$ cat src/rtl/bf_uart_io_if.sv
// bf_uart_io_if: bfcpu io_* port bundle between the CPU and bf_uart_io.
// Ports: master = CPU (req/dir/wdata out, ack/rdata in); slave = peripheral.
interface bf_uart_io_if;
    logic       io_req;
    logic       io_dir;
    logic [7:0] io_wdata;
    logic       io_ack;
    logic [7:0] io_rdata;

    modport master (
        output io_req, io_dir, io_wdata,
        input  io_ack, io_rdata
    );

    modport slave (
        input  io_req, io_dir, io_wdata,
        output io_ack, io_rdata
    );
endinterface

$ cat src/rtl/bf_uart_io.sv
// bf_uart_io: bfcpu I/O peripheral; '.' sends a byte and ',' receives a
// byte over an 8N1 UART, with 2^FIFO_AW-entry TX and RX FIFOs.
// Ports: clk, rst (sync, active-high), io (bf_uart_io_if.slave:
// io_req/io_dir/io_wdata in, io_ack/io_rdata out), uart_rx in, uart_tx out.
// Option BF_UART_CRLF_EN: a write of 0x0A is sent as 0x0D,0x0A.

`ifndef DIRECTION_WRITE
`define DIRECTION_WRITE 1'b1
`endif

module bf_uart_fifo #(
    parameter int AW = 4
) (
    input  logic        clk,
    input  logic        rst,
    input  logic        push,
    input  logic [7:0]  wdata,
    input  logic        pop,
    output logic [7:0]  rdata,
    output logic [AW:0] count
);
    logic [7:0]  mem [2**AW];
    logic [AW:0] wp;
    logic [AW:0] rp;

    always_ff @(posedge clk) begin
        if (rst) begin
            wp <= '0;
            rp <= '0;
        end else begin
            if (push) wp <= wp + (AW+1)'(1);
            if (pop)  rp <= rp + (AW+1)'(1);
        end
    end

    always_ff @(posedge clk) begin
        if (push) mem[wp[AW-1:0]] <= wdata;
    end

    // Show-ahead read: the head byte is visible before the pop.
    assign rdata = mem[rp[AW-1:0]];
    assign count = wp - rp;
endmodule

module bf_uart_io #(
    parameter int CLKS_PER_BIT = 434,
    parameter int FIFO_AW      = 4
) (
    input  logic        clk,
    input  logic        rst,
    bf_uart_io_if.slave io,
    input  logic        uart_rx,
    output logic        uart_tx
);
    localparam int CW = $clog2(CLKS_PER_BIT);
    localparam logic [CW-1:0] CNT_MAX  = CW'(CLKS_PER_BIT - 1);
    localparam logic [CW-1:0] CNT_HALF = CW'(CLKS_PER_BIT / 2 - 1);
`ifdef BF_UART_CRLF_EN
    localparam logic [FIFO_AW:0] TWO_FREE =
        (FIFO_AW+1)'(2 ** FIFO_AW - 2);
`endif

    // FIFOs
    logic               tx_push;
    logic [7:0]         tx_wdata;
    logic               tx_pop;
    logic [7:0]         tx_rdata;
    logic [FIFO_AW:0]   tx_count;
    logic               tx_full;
    logic               tx_empty;

    logic               rx_push;
    logic               rx_pop;
    logic [7:0]         rx_rdata;
    logic [FIFO_AW:0]   rx_count;
    logic               rx_full;
    logic               rx_empty;

    assign tx_full  = tx_count[FIFO_AW];
    assign tx_empty = (tx_count == '0);
    assign rx_full  = rx_count[FIFO_AW];
    assign rx_empty = (rx_count == '0);

    // IO handshake
    typedef enum logic [1:0] {
        IO_IDLE,
`ifdef BF_UART_CRLF_EN
        IO_LF,
`endif
        IO_ACK
    } io_state_t;

    io_state_t  io_state_q;
    io_state_t  io_state_d;
    logic [7:0] rdata_q;

    always_ff @(posedge clk) begin
        if (rst) begin
            io_state_q <= IO_IDLE;
            rdata_q    <= 8'h00;
        end else begin
            io_state_q <= io_state_d;
            if (rx_pop) rdata_q <= rx_rdata;
        end
    end

    always_comb begin
        io_state_d = io_state_q;
        tx_push    = 1'b0;
        tx_wdata   = io.io_wdata;
        rx_pop     = 1'b0;
        unique case (io_state_q)
            IO_IDLE: begin
                if (io.io_req) begin
                    if (io.io_dir == `DIRECTION_WRITE) begin
`ifdef BF_UART_CRLF_EN
                        if (io.io_wdata == 8'h0A) begin
                            // Both bytes of CR LF must fit up front.
                            if (tx_count <= TWO_FREE) begin
                                tx_push    = 1'b1;
                                tx_wdata   = 8'h0D;
                                io_state_d = IO_LF;
                            end
                        end else if (!tx_full) begin
                            tx_push    = 1'b1;
                            io_state_d = IO_ACK;
                        end
`else
                        if (!tx_full) begin
                            tx_push    = 1'b1;
                            io_state_d = IO_ACK;
                        end
`endif
                    end else if (!rx_empty) begin
                        rx_pop     = 1'b1;
                        io_state_d = IO_ACK;
                    end
                end
            end
`ifdef BF_UART_CRLF_EN
            IO_LF: begin
                tx_push    = 1'b1;
                tx_wdata   = 8'h0A;
                io_state_d = IO_ACK;
            end
`endif
            IO_ACK: begin
                // io_req is still high here; it is deliberately ignored.
                io_state_d = IO_IDLE;
            end
            default: io_state_d = IO_IDLE;
        endcase
    end

    assign io.io_ack   = (io_state_q == IO_ACK);
    assign io.io_rdata = rdata_q;

    // TX shifter
    typedef enum logic [1:0] {
        TX_IDLE,
        TX_START,
        TX_DATA,
        TX_STOP
    } tx_state_t;

    tx_state_t     tx_state_q;
    tx_state_t     tx_state_d;
    logic [CW-1:0] tx_cnt_q;
    logic [CW-1:0] tx_cnt_d;
    logic [2:0]    tx_bit_q;
    logic [2:0]    tx_bit_d;
    logic [7:0]    tx_sh_q;
    logic [7:0]    tx_sh_d;
    logic          tx_line_q;
    logic          tx_line_d;

    always_ff @(posedge clk) begin
        if (rst) begin
            tx_state_q <= TX_IDLE;
            tx_cnt_q   <= '0;
            tx_bit_q   <= '0;
            tx_sh_q    <= '0;
            tx_line_q  <= 1'b1;
        end else begin
            tx_state_q <= tx_state_d;
            tx_cnt_q   <= tx_cnt_d;
            tx_bit_q   <= tx_bit_d;
            tx_sh_q    <= tx_sh_d;
            tx_line_q  <= tx_line_d;
        end
    end

    always_comb begin
        tx_state_d = tx_state_q;
        tx_cnt_d   = tx_cnt_q;
        tx_bit_d   = tx_bit_q;
        tx_sh_d    = tx_sh_q;
        tx_pop     = 1'b0;
        unique case (tx_state_q)
            TX_IDLE: begin
                if (!tx_empty) begin
                    tx_pop     = 1'b1;
                    tx_sh_d    = tx_rdata;
                    tx_cnt_d   = '0;
                    tx_state_d = TX_START;
                end
            end
            TX_START: begin
                if (tx_cnt_q == CNT_MAX) begin
                    tx_cnt_d   = '0;
                    tx_bit_d   = '0;
                    tx_state_d = TX_DATA;
                end else begin
                    tx_cnt_d = tx_cnt_q + CW'(1);
                end
            end
            TX_DATA: begin
                if (tx_cnt_q == CNT_MAX) begin
                    tx_cnt_d = '0;
                    tx_sh_d  = {1'b0, tx_sh_q[7:1]};
                    if (tx_bit_q == 3'd7) begin
                        tx_state_d = TX_STOP;
                    end else begin
                        tx_bit_d = tx_bit_q + 3'd1;
                    end
                end else begin
                    tx_cnt_d = tx_cnt_q + CW'(1);
                end
            end
            TX_STOP: begin
                if (tx_cnt_q == CNT_MAX) begin
                    tx_cnt_d = '0;
                    // Chain frames with no idle gap.
                    if (!tx_empty) begin
                        tx_pop     = 1'b1;
                        tx_sh_d    = tx_rdata;
                        tx_state_d = TX_START;
                    end else begin
                        tx_state_d = TX_IDLE;
                    end
                end else begin
                    tx_cnt_d = tx_cnt_q + CW'(1);
                end
            end
            default: tx_state_d = TX_IDLE;
        endcase

        // Line level follows the next state so uart_tx is a flop.
        tx_line_d = 1'b1;
        if (tx_state_d == TX_START) begin
            tx_line_d = 1'b0;
        end else if (tx_state_d == TX_DATA) begin
            tx_line_d = tx_sh_d[0];
        end
    end

    assign uart_tx = tx_line_q;

    // RX sampler
    typedef enum logic [2:0] {
        RX_IDLE,
        RX_START,
        RX_DATA,
        RX_STOP,
        RX_BREAK
    } rx_state_t;

    logic          rx_meta;
    logic          rx_s;
    rx_state_t     rx_state_q;
    rx_state_t     rx_state_d;
    logic [CW-1:0] rx_cnt_q;
    logic [CW-1:0] rx_cnt_d;
    logic [2:0]    rx_bit_q;
    logic [2:0]    rx_bit_d;
    logic [7:0]    rx_sh_q;
    logic [7:0]    rx_sh_d;

    always_ff @(posedge clk) begin
        if (rst) begin
            rx_meta    <= 1'b1;
            rx_s       <= 1'b1;
            rx_state_q <= RX_IDLE;
            rx_cnt_q   <= '0;
            rx_bit_q   <= '0;
            rx_sh_q    <= '0;
        end else begin
            rx_meta    <= uart_rx;
            rx_s       <= rx_meta;
            rx_state_q <= rx_state_d;
            rx_cnt_q   <= rx_cnt_d;
            rx_bit_q   <= rx_bit_d;
            rx_sh_q    <= rx_sh_d;
        end
    end

    always_comb begin
        rx_state_d = rx_state_q;
        rx_cnt_d   = rx_cnt_q;
        rx_bit_d   = rx_bit_q;
        rx_sh_d    = rx_sh_q;
        rx_push    = 1'b0;
        unique case (rx_state_q)
            RX_IDLE: begin
                if (!rx_s) begin
                    rx_cnt_d   = '0;
                    rx_state_d = RX_START;
                end
            end
            RX_START: begin
                // Mid-start re-check rejects short glitches.
                if (rx_cnt_q == CNT_HALF) begin
                    rx_cnt_d   = '0;
                    rx_bit_d   = '0;
                    rx_state_d = rx_s ? RX_IDLE : RX_DATA;
                end else begin
                    rx_cnt_d = rx_cnt_q + CW'(1);
                end
            end
            RX_DATA: begin
                if (rx_cnt_q == CNT_MAX) begin
                    rx_cnt_d = '0;
                    rx_sh_d  = {rx_s, rx_sh_q[7:1]};
                    if (rx_bit_q == 3'd7) begin
                        rx_state_d = RX_STOP;
                    end else begin
                        rx_bit_d = rx_bit_q + 3'd1;
                    end
                end else begin
                    rx_cnt_d = rx_cnt_q + CW'(1);
                end
            end
            RX_STOP: begin
                if (rx_cnt_q == CNT_MAX) begin
                    rx_cnt_d = '0;
                    if (rx_s) begin
                        // Overflow drops the byte silently.
                        rx_push    = !rx_full;
                        rx_state_d = RX_IDLE;
                    end else begin
                        rx_state_d = RX_BREAK;
                    end
                end else begin
                    rx_cnt_d = rx_cnt_q + CW'(1);
                end
            end
            RX_BREAK: begin
                if (rx_s) rx_state_d = RX_IDLE;
            end
            default: rx_state_d = RX_IDLE;
        endcase
    end

    bf_uart_fifo #(.AW(FIFO_AW)) u_tx_fifo (
        .clk   (clk),
        .rst   (rst),
        .push  (tx_push),
        .wdata (tx_wdata),
        .pop   (tx_pop),
        .rdata (tx_rdata),
        .count (tx_count)
    );

    bf_uart_fifo #(.AW(FIFO_AW)) u_rx_fifo (
        .clk   (clk),
        .rst   (rst),
        .push  (rx_push),
        .wdata (rx_sh_q),
        .pop   (rx_pop),
        .rdata (rx_rdata),
        .count (rx_count)
    );
endmodule

$ cat src/flat_wrapper.sv
// flat-port wrapper written by rule: the top's interface ports become plain ports
module bf_uart_io_flat 
#(
    parameter int CLKS_PER_BIT = 434,
    parameter int FIFO_AW      = 4
)
  (clk, rst, uart_rx, uart_tx, io_io_req, io_io_dir, io_io_wdata, io_io_ack, io_io_rdata);
  bf_uart_io_if io_i ();
  input  logic clk;
  input  logic rst;
  input  logic uart_rx;
  output logic uart_tx;
  input wire logic [$bits(io_i.io_req)-1:0] io_io_req;
  input wire logic [$bits(io_i.io_dir)-1:0] io_io_dir;
  input wire logic [$bits(io_i.io_wdata)-1:0] io_io_wdata;
  output wire logic [$bits(io_i.io_ack)-1:0] io_io_ack;
  output wire logic [$bits(io_i.io_rdata)-1:0] io_io_rdata;
  assign io_i.io_req = io_io_req;
  assign io_i.io_dir = io_io_dir;
  assign io_i.io_wdata = io_io_wdata;
  assign io_io_ack = io_i.io_ack;
  assign io_io_rdata = io_i.io_rdata;
  bf_uart_io #(.CLKS_PER_BIT(CLKS_PER_BIT), .FIFO_AW(FIFO_AW)) u_core (.clk(clk), .rst(rst), .io(io_i), .uart_rx(uart_rx), .uart_tx(uart_tx));
endmodule
$ cat config.mk
export PLATFORM = sky130hd
export DESIGN_NAME = bf_uart_io_flat
export DESIGN_NICKNAME = d
export VERILOG_FILES = /design/src/rtl/bf_uart_io_if.sv /design/src/rtl/bf_uart_io.sv /design/src/flat_wrapper.sv
export SDC_FILE = /design/constraint.sdc
export NUM_CORES = 1
export LEC_CHECK = 0
export BUFFER_PORTS_ARGS = -buffer_cell sky130_fd_sc_hd__buf_4
export CORE_MARGIN = 5
export CORE_UTILIZATION = 63
export CTS_CLUSTER_DIAMETER = 200
export CTS_CLUSTER_SIZE = 10
export DETAILED_ROUTE_END_ITERATION = 12
export PLACE_DENSITY = 0.79
export SLEW_MARGIN = 40
export SYNTH_ARGS = -nofsm -noshare
export SYNTH_HDL_FRONTEND = slang
export SYNTH_HIERARCHICAL = 1
export SYNTH_SLANG_ARGS = --single-unit
$ cat constraint.sdc
create_clock -name clk -period 3.75 [get_ports clk]
set_clock_uncertainty 0.15 [all_clocks]
set_input_delay 0.75 -clock clk [delete_from_list [all_inputs] [get_ports clk]]
set_output_delay 0.75 -clock clk [all_outputs]
set_load 0.02 [all_outputs]
## Word level (Yosys, flattened, before mapping)

Memories as Yosys holds them, arrays and structs flattened. A register that Yosys moved wholly into a read port is not among the register bits.
Index checks and enable logic that the tools add are counted.

| cells by class | value |
|---|---|
| order comparisons | 0 |
| add/sub/neg operators | 10 |
| multipliers | 0 |
| bitwise operators | 1 |
| reduce and logical (&&, ||, !) cells | 20 |
| multiplexer cells | 60 |
| shifts and indexed selects | 0 |
| div/mod/pow operators | 0 |
| equal/unequal tests | 29 |

Operators by type and width:

| operator | count |
|---|---|
| $mux W9 | 5 |
| $mux W3 | 13 |
| $pmux W9 S3 | 1 |
| $mux W8 | 3 |
| $pmux W8 S3 | 1 |
| $add A5 B1 Y5 const B | 4 |
| $mux W1 | 20 |
| $add A9 B1 Y9 const B | 2 |
| $eq A9 B9 Y1 const B | 2 |
| $mux W2 | 9 |
| $pmux W9 S2 | 1 |
| $ne A2 B1 Y1 const B | 8 |
| $pmux W3 S5 | 1 |
| $ne A2 B2 Y1 const B | 6 |
| $pmux W3 S2 | 2 |
| $logic_not A5 Y1 | 2 |
| $sub A5 B5 Y5 | 2 |
| $eq A3 B3 Y1 const B | 3 |
| $eq A9 B8 Y1 const B | 1 |
| $mux W4 | 2 |
| $pmux W2 S4 | 1 |
| $reduce_and A4 Y1 | 2 |
| $add A3 B1 Y3 const B | 2 |
| $eq A2 B1 Y1 const B | 3 |
| 15 further kinds | 24 |

| storage, ports and cells | value |
|---|---|
| RAM bits | 256 |
| bits in registers | 70 |
| bits in read-only memories | 0 |
| memories | 2 |
| word-level logic and storage cells | 139 |
| latch bits | 0 |
| output and inout port bits | 10 |

Memories:

| memory | depth | bits a word | rd ports | clocked after memory_dff | write ports | RTL line | source |
|---|---|---|---|---|---|---|---|
| u_core.u_rx_fifo.mem | 16 | 8 | 1 | 1 | 1 | bf_uart_io.sv:22 | `logic [7:0] mem [2**AW];` |
| u_core.u_tx_fifo.mem | 16 | 8 | 1 | 1 | 1 | bf_uart_io.sv:22 |  |

## Logic depth before layout (Yosys ltp)

| depth | value |
|---|---|
| depth in word-level cells | 8 |
| gate-level depth with buffers | 14 |

## Cells and area by module

The synthesis kept the hierarchy.

Modules (own cells, without submodules):

| module | area an instance (µm²) | cells each | sequential area each (µm²) | times used |
|---|---|---|---|---|
| bf_uart_fifo | 5670.4 | 286 | 4124.0 | 2 |
| bf_uart_io | 2959.1 | 354 | 1141.1 | 1 |

## Worst setup path before layout

Ideal clock, no wire load.

| timing path | value |
|---|---|
| kind | reg-to-reg |
| start | register u_core.u_tx_fifo.wp[0] |
| end | memory u_core.u_tx_fifo.mem[3][0] (enable) |
| cell stages (with the launch flop) | 12 |
| path slack | 0.611 ns |
| data arrival time | 2.658 ns |
| data required time | 3.268 ns |
| library setup time | 0.332 ns |
| cell sequence | dfxtp_1 inv_1 ha_1 inv_1 fa_1 a21o_1 a21oi_1 xnor2_1 nor4bb_1 clkbuf_1 nor3b_1 and2_1 |

| on the way | value |
|---|---|
| cells in the longest elaborated chain, start to end | 7 |

RTL lines:

| element | RTL line | source |
|---|---|---|
| from (decl) | bf_uart_io.sv:23 | `logic [AW:0] wp;` |
| from (signal assigned) | bf_uart_io.sv:31 | `if (push) wp <= wp + (AW+1)'(1);` |
| $sub A5 B5 Y5 | bf_uart_io.sv:42 | `assign count = wp - rp;` |
| named net u_core.tx_count[4] | bf_uart_io.sv:68 | `logic [FIFO_AW:0] tx_count;` |
| $mux W1 | bf_uart_io.sv:129 | `if (!tx_full) begin` |
| $mux W1 | bf_uart_io.sv:115 | `` if (io.io_dir == `DIRECTION_WRITE) begin `` |
| $mux W1 | bf_uart_io.sv:114 | `if (io.io_req) begin` |
| $mux W1 | bf_uart_io.sv:112 | `unique case (io_state_q)` |
| named net u_core.tx_push | bf_uart_io.sv:64 | `logic tx_push;` |
| $mux W1 | bf_uart_io.sv:37 | `if (push) mem[wp[AW-1:0]] <= wdata;` |
| $mux W1 (implied by the code) | bf_uart_io.sv:37 |  |
| to (decl) | bf_uart_io.sv:22 |  |

The timed path passes the listed nets, and every way through them passes these cells.

## Worst setup path in the final report

| timing path | value |
|---|---|
| start | register u_core.u_rx_fifo.wp[0] |
| end | memory u_core.u_rx_fifo.mem[3][0] (enable) |

| on the way | value |
|---|---|
| cells in the longest elaborated chain, start to end | 7 |

RTL lines:

| element | RTL line | source |
|---|---|---|
| from (decl) | bf_uart_io.sv:23 |  |
| from (signal assigned) | bf_uart_io.sv:31 |  |
| $sub A5 B5 Y5 | bf_uart_io.sv:42 |  |
| named net u_core.rx_count[4] | bf_uart_io.sv:75 | `logic [FIFO_AW:0] rx_count;` |
| $logic_not A1 Y1 | bf_uart_io.sv:338 | `rx_push = !rx_full;` |
| $mux W1 | bf_uart_io.sv:336 | `if (rx_s) begin` |
| $mux W1 | bf_uart_io.sv:334 | `if (rx_cnt_q == CNT_MAX) begin` |
| $mux W1 | bf_uart_io.sv:303 | `unique case (rx_state_q)` |
| named net u_core.rx_push | bf_uart_io.sv:72 | `logic rx_push;` |
| $mux W1 | bf_uart_io.sv:37 |  |
| $mux W1 (implied by the code) | bf_uart_io.sv:37 |  |
| to (decl) | bf_uart_io.sv:22 |  |

The timed path passes the listed nets, and every way through them passes these cells.

==> metrics <==
area fraction in and, or, nand and nor cells after synthesis=a little under a tenth; ordered list of cells on the worst path=inv_1 -> ha_1 -> inv_1 -> fa_1 -> a21o_1 -> a21oi_1 -> xnor2_1 -> nor3b_1 -> buf_4 -> nor3b_1 -> and2_1; status=finished clean; r2r worst-path depth=11; fin crit share=roughly 90%; critical-path maximum fanout=8; DRC violations left=0; number of buffers on the longest clock path=3; Yosys warnings=6; first-pass GRT wire length=about 45000 µm; half-perimeter wire length after placement=about 18000 µm; final critical-path required period=roughly 3500 ps; hold endpoint=u_core/rx_meta; clock share of power=35.1%; clock-pin slew on the worst setup and hold paths=approximately 50 ps; post-layout net count=between 1000 and 1500; crit start category=register; fraction of layout cells with a size suffix above 1=13.10%; number of hold buffers added after cts=0; share of the synthesized area in the top cell type=around 54%; slowest stage cell, crit path=sky130_fd_sc_hd__nor3b_1; cell type contributing the most total cell area after synthesis=sky130_fd_sc_hd__edfxtp_1; power consumption=9.643 mW; horizontal die dimension=between 150 and 200 µm; area share of fa/ha/maj cells after synthesis=roughly 3.1%; type of destination of the critical path=register; largest stage delay on the critical path=approximately 500 ps; fmax=between 0.2 and 0.3 GHz; headroom to the max-slew limit=a little under half; most frequent cell after synthesis=sky130_fd_sc_hd__edfxtp_1; main flop type after synthesis=sky130_fd_sc_hd__edfxtp_1; number of instances in the synthesized netlist=926; launch point of the critical path=u_core/u_rx_fifo/wp[0]; library cells used by synthesis=67; compound-cell area share of the yosys netlist=under 10%; detailed-route wire length=around 28000 µm; largest net degree at the start of global routing=63; global routing usage summed across all routing layers=between 20 and 25%; Syn Area/Cell=~15 µm²; clock root buffer=sky130_fd_sc_hd__clkbuf_16; clock sinks=around 340; maximum level of the CTS H-tree=2; transition time of the tightest slew-check pin=around 820 ps; die boundary height=160.7 µm; Pre-antenna DRT Iters=5; worst-skew pair later-pin latency=approximately 530 ps; Die ar.=about 26000 µm²; max-cap viol count=0; final-layout fill cell count=~1400; number of antenna diodes=0; starting density of the core=between 60% and 70%; Net Sw Power=about 2.6 mW; post-synthesis xor/xnor area fraction=between 2 and 2.5%; VDD IR-drop max=between 0.4 and 0.5 mV; crit path buf inv count=3; Switching Share=roughly 27%; std cell rows=55; unrepaired setup endpoints after global routing=false; number of instances on the worst hold path=2; number of global-route vias before repair=approximately 8000; Crit Path Class=register to register; ranking of synthesized cells by area=sky130_fd_sc_hd__edfxtp_1, sky130_fd_sc_hd__dfxtp_1, sky130_fd_sc_hd__mux4_2; EDFF count, synth=256; buffers inserted by post-CTS timing repair=0; combinational power share=a little under 20%; kind of cell adding the most delay to the critical path=simple AND/OR/NAND/NOR gates; portion of total power attributed to sequential cells=between 40% and 50%; main combinational cell family by area after synthesis=multiplexers; routability congestion estimate from global placement=approximately 0.84; total overflow reported by the global router=0; Final TNS setup=0 ps; Leak Pwr=~5.4 nW; antenna violations before repair=0; startpoint of the most critical hold path=uart_rx; average routed wire per standard cell=about 22 µm; Inserted Clock Buffers=40; total of buffers placed on input and output ports=22; Area Growth Syn to Fin=10.50%; final count of negative-setup-slack endpoints=0; Power Density=~610 nW/µm²; top cells by instance count after synthesis=sky130_fd_sc_hd__edfxtp_1, sky130_fd_sc_hd__dfxtp_1, sky130_fd_sc_hd__nor2_1; TritonCTS clock tree=yes; data arrival time at the worst-slack endpoint=approximately 3500 ps; mux share of post-synthesis cell area=between 10% and 20%; worst hold path class=input port to register; count of pins over their slew limit=0; number of primary I/O pins=23; RR Endpoint=u_core/u_rx_fifo/mem[3][0]; total nets after synthesis=roughly 970; area of the placeable core=about 23000 µm²; sequential element share of the synthesized area=about two thirds; proportion of synthesized flip-flops having asynchronous set or reset=0%; cell area after synthesis=approximately 14000 µm²; average vias per placed instance=roughly 6.3; critical path data required time=3780 ps; Worst R2R Setup Slack=~290 ps; number of antenna-violating nets in the routed design=0; critical register-to-register path startpoint=u_core/u_rx_fifo/wp[0]; number of DRC markers after the initial detailed-route iteration=just under 800; final hold violation count=0; routed via count=approximately 8100; CTS resizes=0; internal power=roughly 7.0 mW; total of flip-flops plus latches after synthesis=341
-- flip-flops by register name, summed over array words and instances, names as in the netlist, 8 cells and up, named ones only --
register,flops
u_core/tx_sh_q,8
u_core/rx_sh_q,8
u_core/u_rx_fifo/mem,128
u_core/tx_cnt_q,9
u_core/u_tx_fifo/mem,128
u_core/rx_cnt_q,9
u_core/io.io_rdata,8
-- metal layers --
| metal | GRT usage [%] | wire length [µm] |
|---|---|---|
| met3 | 3.952 | 2218 |
| met2 | 33.73 | 13130 |
| met5 | 0 | 0 |
| met4 | 6.766 | 606 |
| met1 | 33.91 | 12360 |
-- placed cells by master, fill, tap and decap left out, types with 3 or more instances in the layout --
master / Yosys / routed
sky130_fd_sc_hd__edfxtp_1: 256 / 256
sky130_fd_sc_hd__dfxtp_1: 85 / 83
sky130_fd_sc_hd__nor2_1: 70 / 70
sky130_fd_sc_hd__nand2_1: 64 / 64
sky130_fd_sc_hd__clkbuf_16: 0 / 40
sky130_fd_sc_hd__and2_1: 37 / 37
sky130_fd_sc_hd__a22oi_1: 36 / 36
sky130_fd_sc_hd__mux4_2: 36 / 36
sky130_fd_sc_hd__a21oi_1: 33 / 33
sky130_fd_sc_hd__buf_4: 2 / 32
sky130_fd_sc_hd__ha_1: 32 / 32
sky130_fd_sc_hd__mux4_1: 28 / 28
sky130_fd_sc_hd__inv_1: 26 / 26
sky130_fd_sc_hd__xnor2_1: 20 / 20
sky130_fd_sc_hd__o21ai_0: 19 / 19
sky130_fd_sc_hd__clkbuf_1: 12 / 18
sky130_fd_sc_hd__xor2_1: 18 / 18
sky130_fd_sc_hd__nand3_1: 14 / 14
sky130_fd_sc_hd__mux2i_1: 14 / 14
sky130_fd_sc_hd__and3_1: 11 / 11
sky130_fd_sc_hd__nand4_1: 11 / 11
sky130_fd_sc_hd__or3_1: 5 / 5
sky130_fd_sc_hd__a21o_1: 5 / 5
sky130_fd_sc_hd__nor3b_1: 4 / 4
sky130_fd_sc_hd__a31oi_1: 4 / 4
sky130_fd_sc_hd__nor3_1: 4 / 4
sky130_fd_sc_hd__nand3b_1: 4 / 4
sky130_fd_sc_hd__or2_2: 3 / 3
sky130_fd_sc_hd__a311oi_1: 3 / 3
sky130_fd_sc_hd__a211oi_1: 3 / 3
-- how the worst max path moves through the flow --
stage / end / slack, ps / depth (start not counted)
6_report: u_core/u_rx_fifo/mem[3][0] / 290 / 11
5_1_grt: u_core/u_rx_fifo/mem[3][0] / 60 / 11
4_1_cts: u_core/u_rx_fifo/mem[3][0] / 320 / 11
3_5_place_dp: u_core/u_tx_fifo/mem[1][1] / 390 / 11
3_3_place_gp: u_core/u_rx_fifo/mem[3][2] / 490 / 11
2_1_floorplan: u_core/u_tx_fifo/mem[3][0] / 610 / 11
-- cell type report --
cell class	instances	area [µm²]	share of cell area (%)
Clock inverter	4	53.80	0.3405
Tap cell	285	356.6	2.257
Multi-Input combinational cell	522	4569	28.92
Sequential cell	341	9392	59.43
Inverter	27	101.3	0.6414
Clock buffer	58	1069	6.762
Timing Repair Buffer	33	260.3	1.647
-- power by group through the flow --
stage               logic [mW]  registers (mW)  clock network, mW
floorplan                 1.50            4.34                  0
global placement          1.86            4.41                  0
detailed placement        1.89            4.42                  0
CTS                       1.92            4.34               3.44
global route              2.09            4.36               3.62
finish                    1.92            4.34               3.38
-- metrics by stage --
stage	setup WS [ps]	hold WS, ps	utilization [%]	cells	cell area, µm²
finish	290.4	257.0	70.22	1270	15800
global route	63.61	246.1	70.22	1270	15800
CTS	320.1	238.0	70.22	1270	15800
detailed placement	391.9	257.8	65.23	1208	14680
global placement	486.3	277.9	65.23	1208	14680
floorplan	610.6	239.5	-	926	14300
-- logic make-up after synthesis --
group           after synthesis
compound gates              118
xor+xnor                     38
fa+ha+maj                    34
buf+inv                      63
flops                       341
mux                          79
simple gates                253
Note: power is estimated with default switching activity, not from simulation.
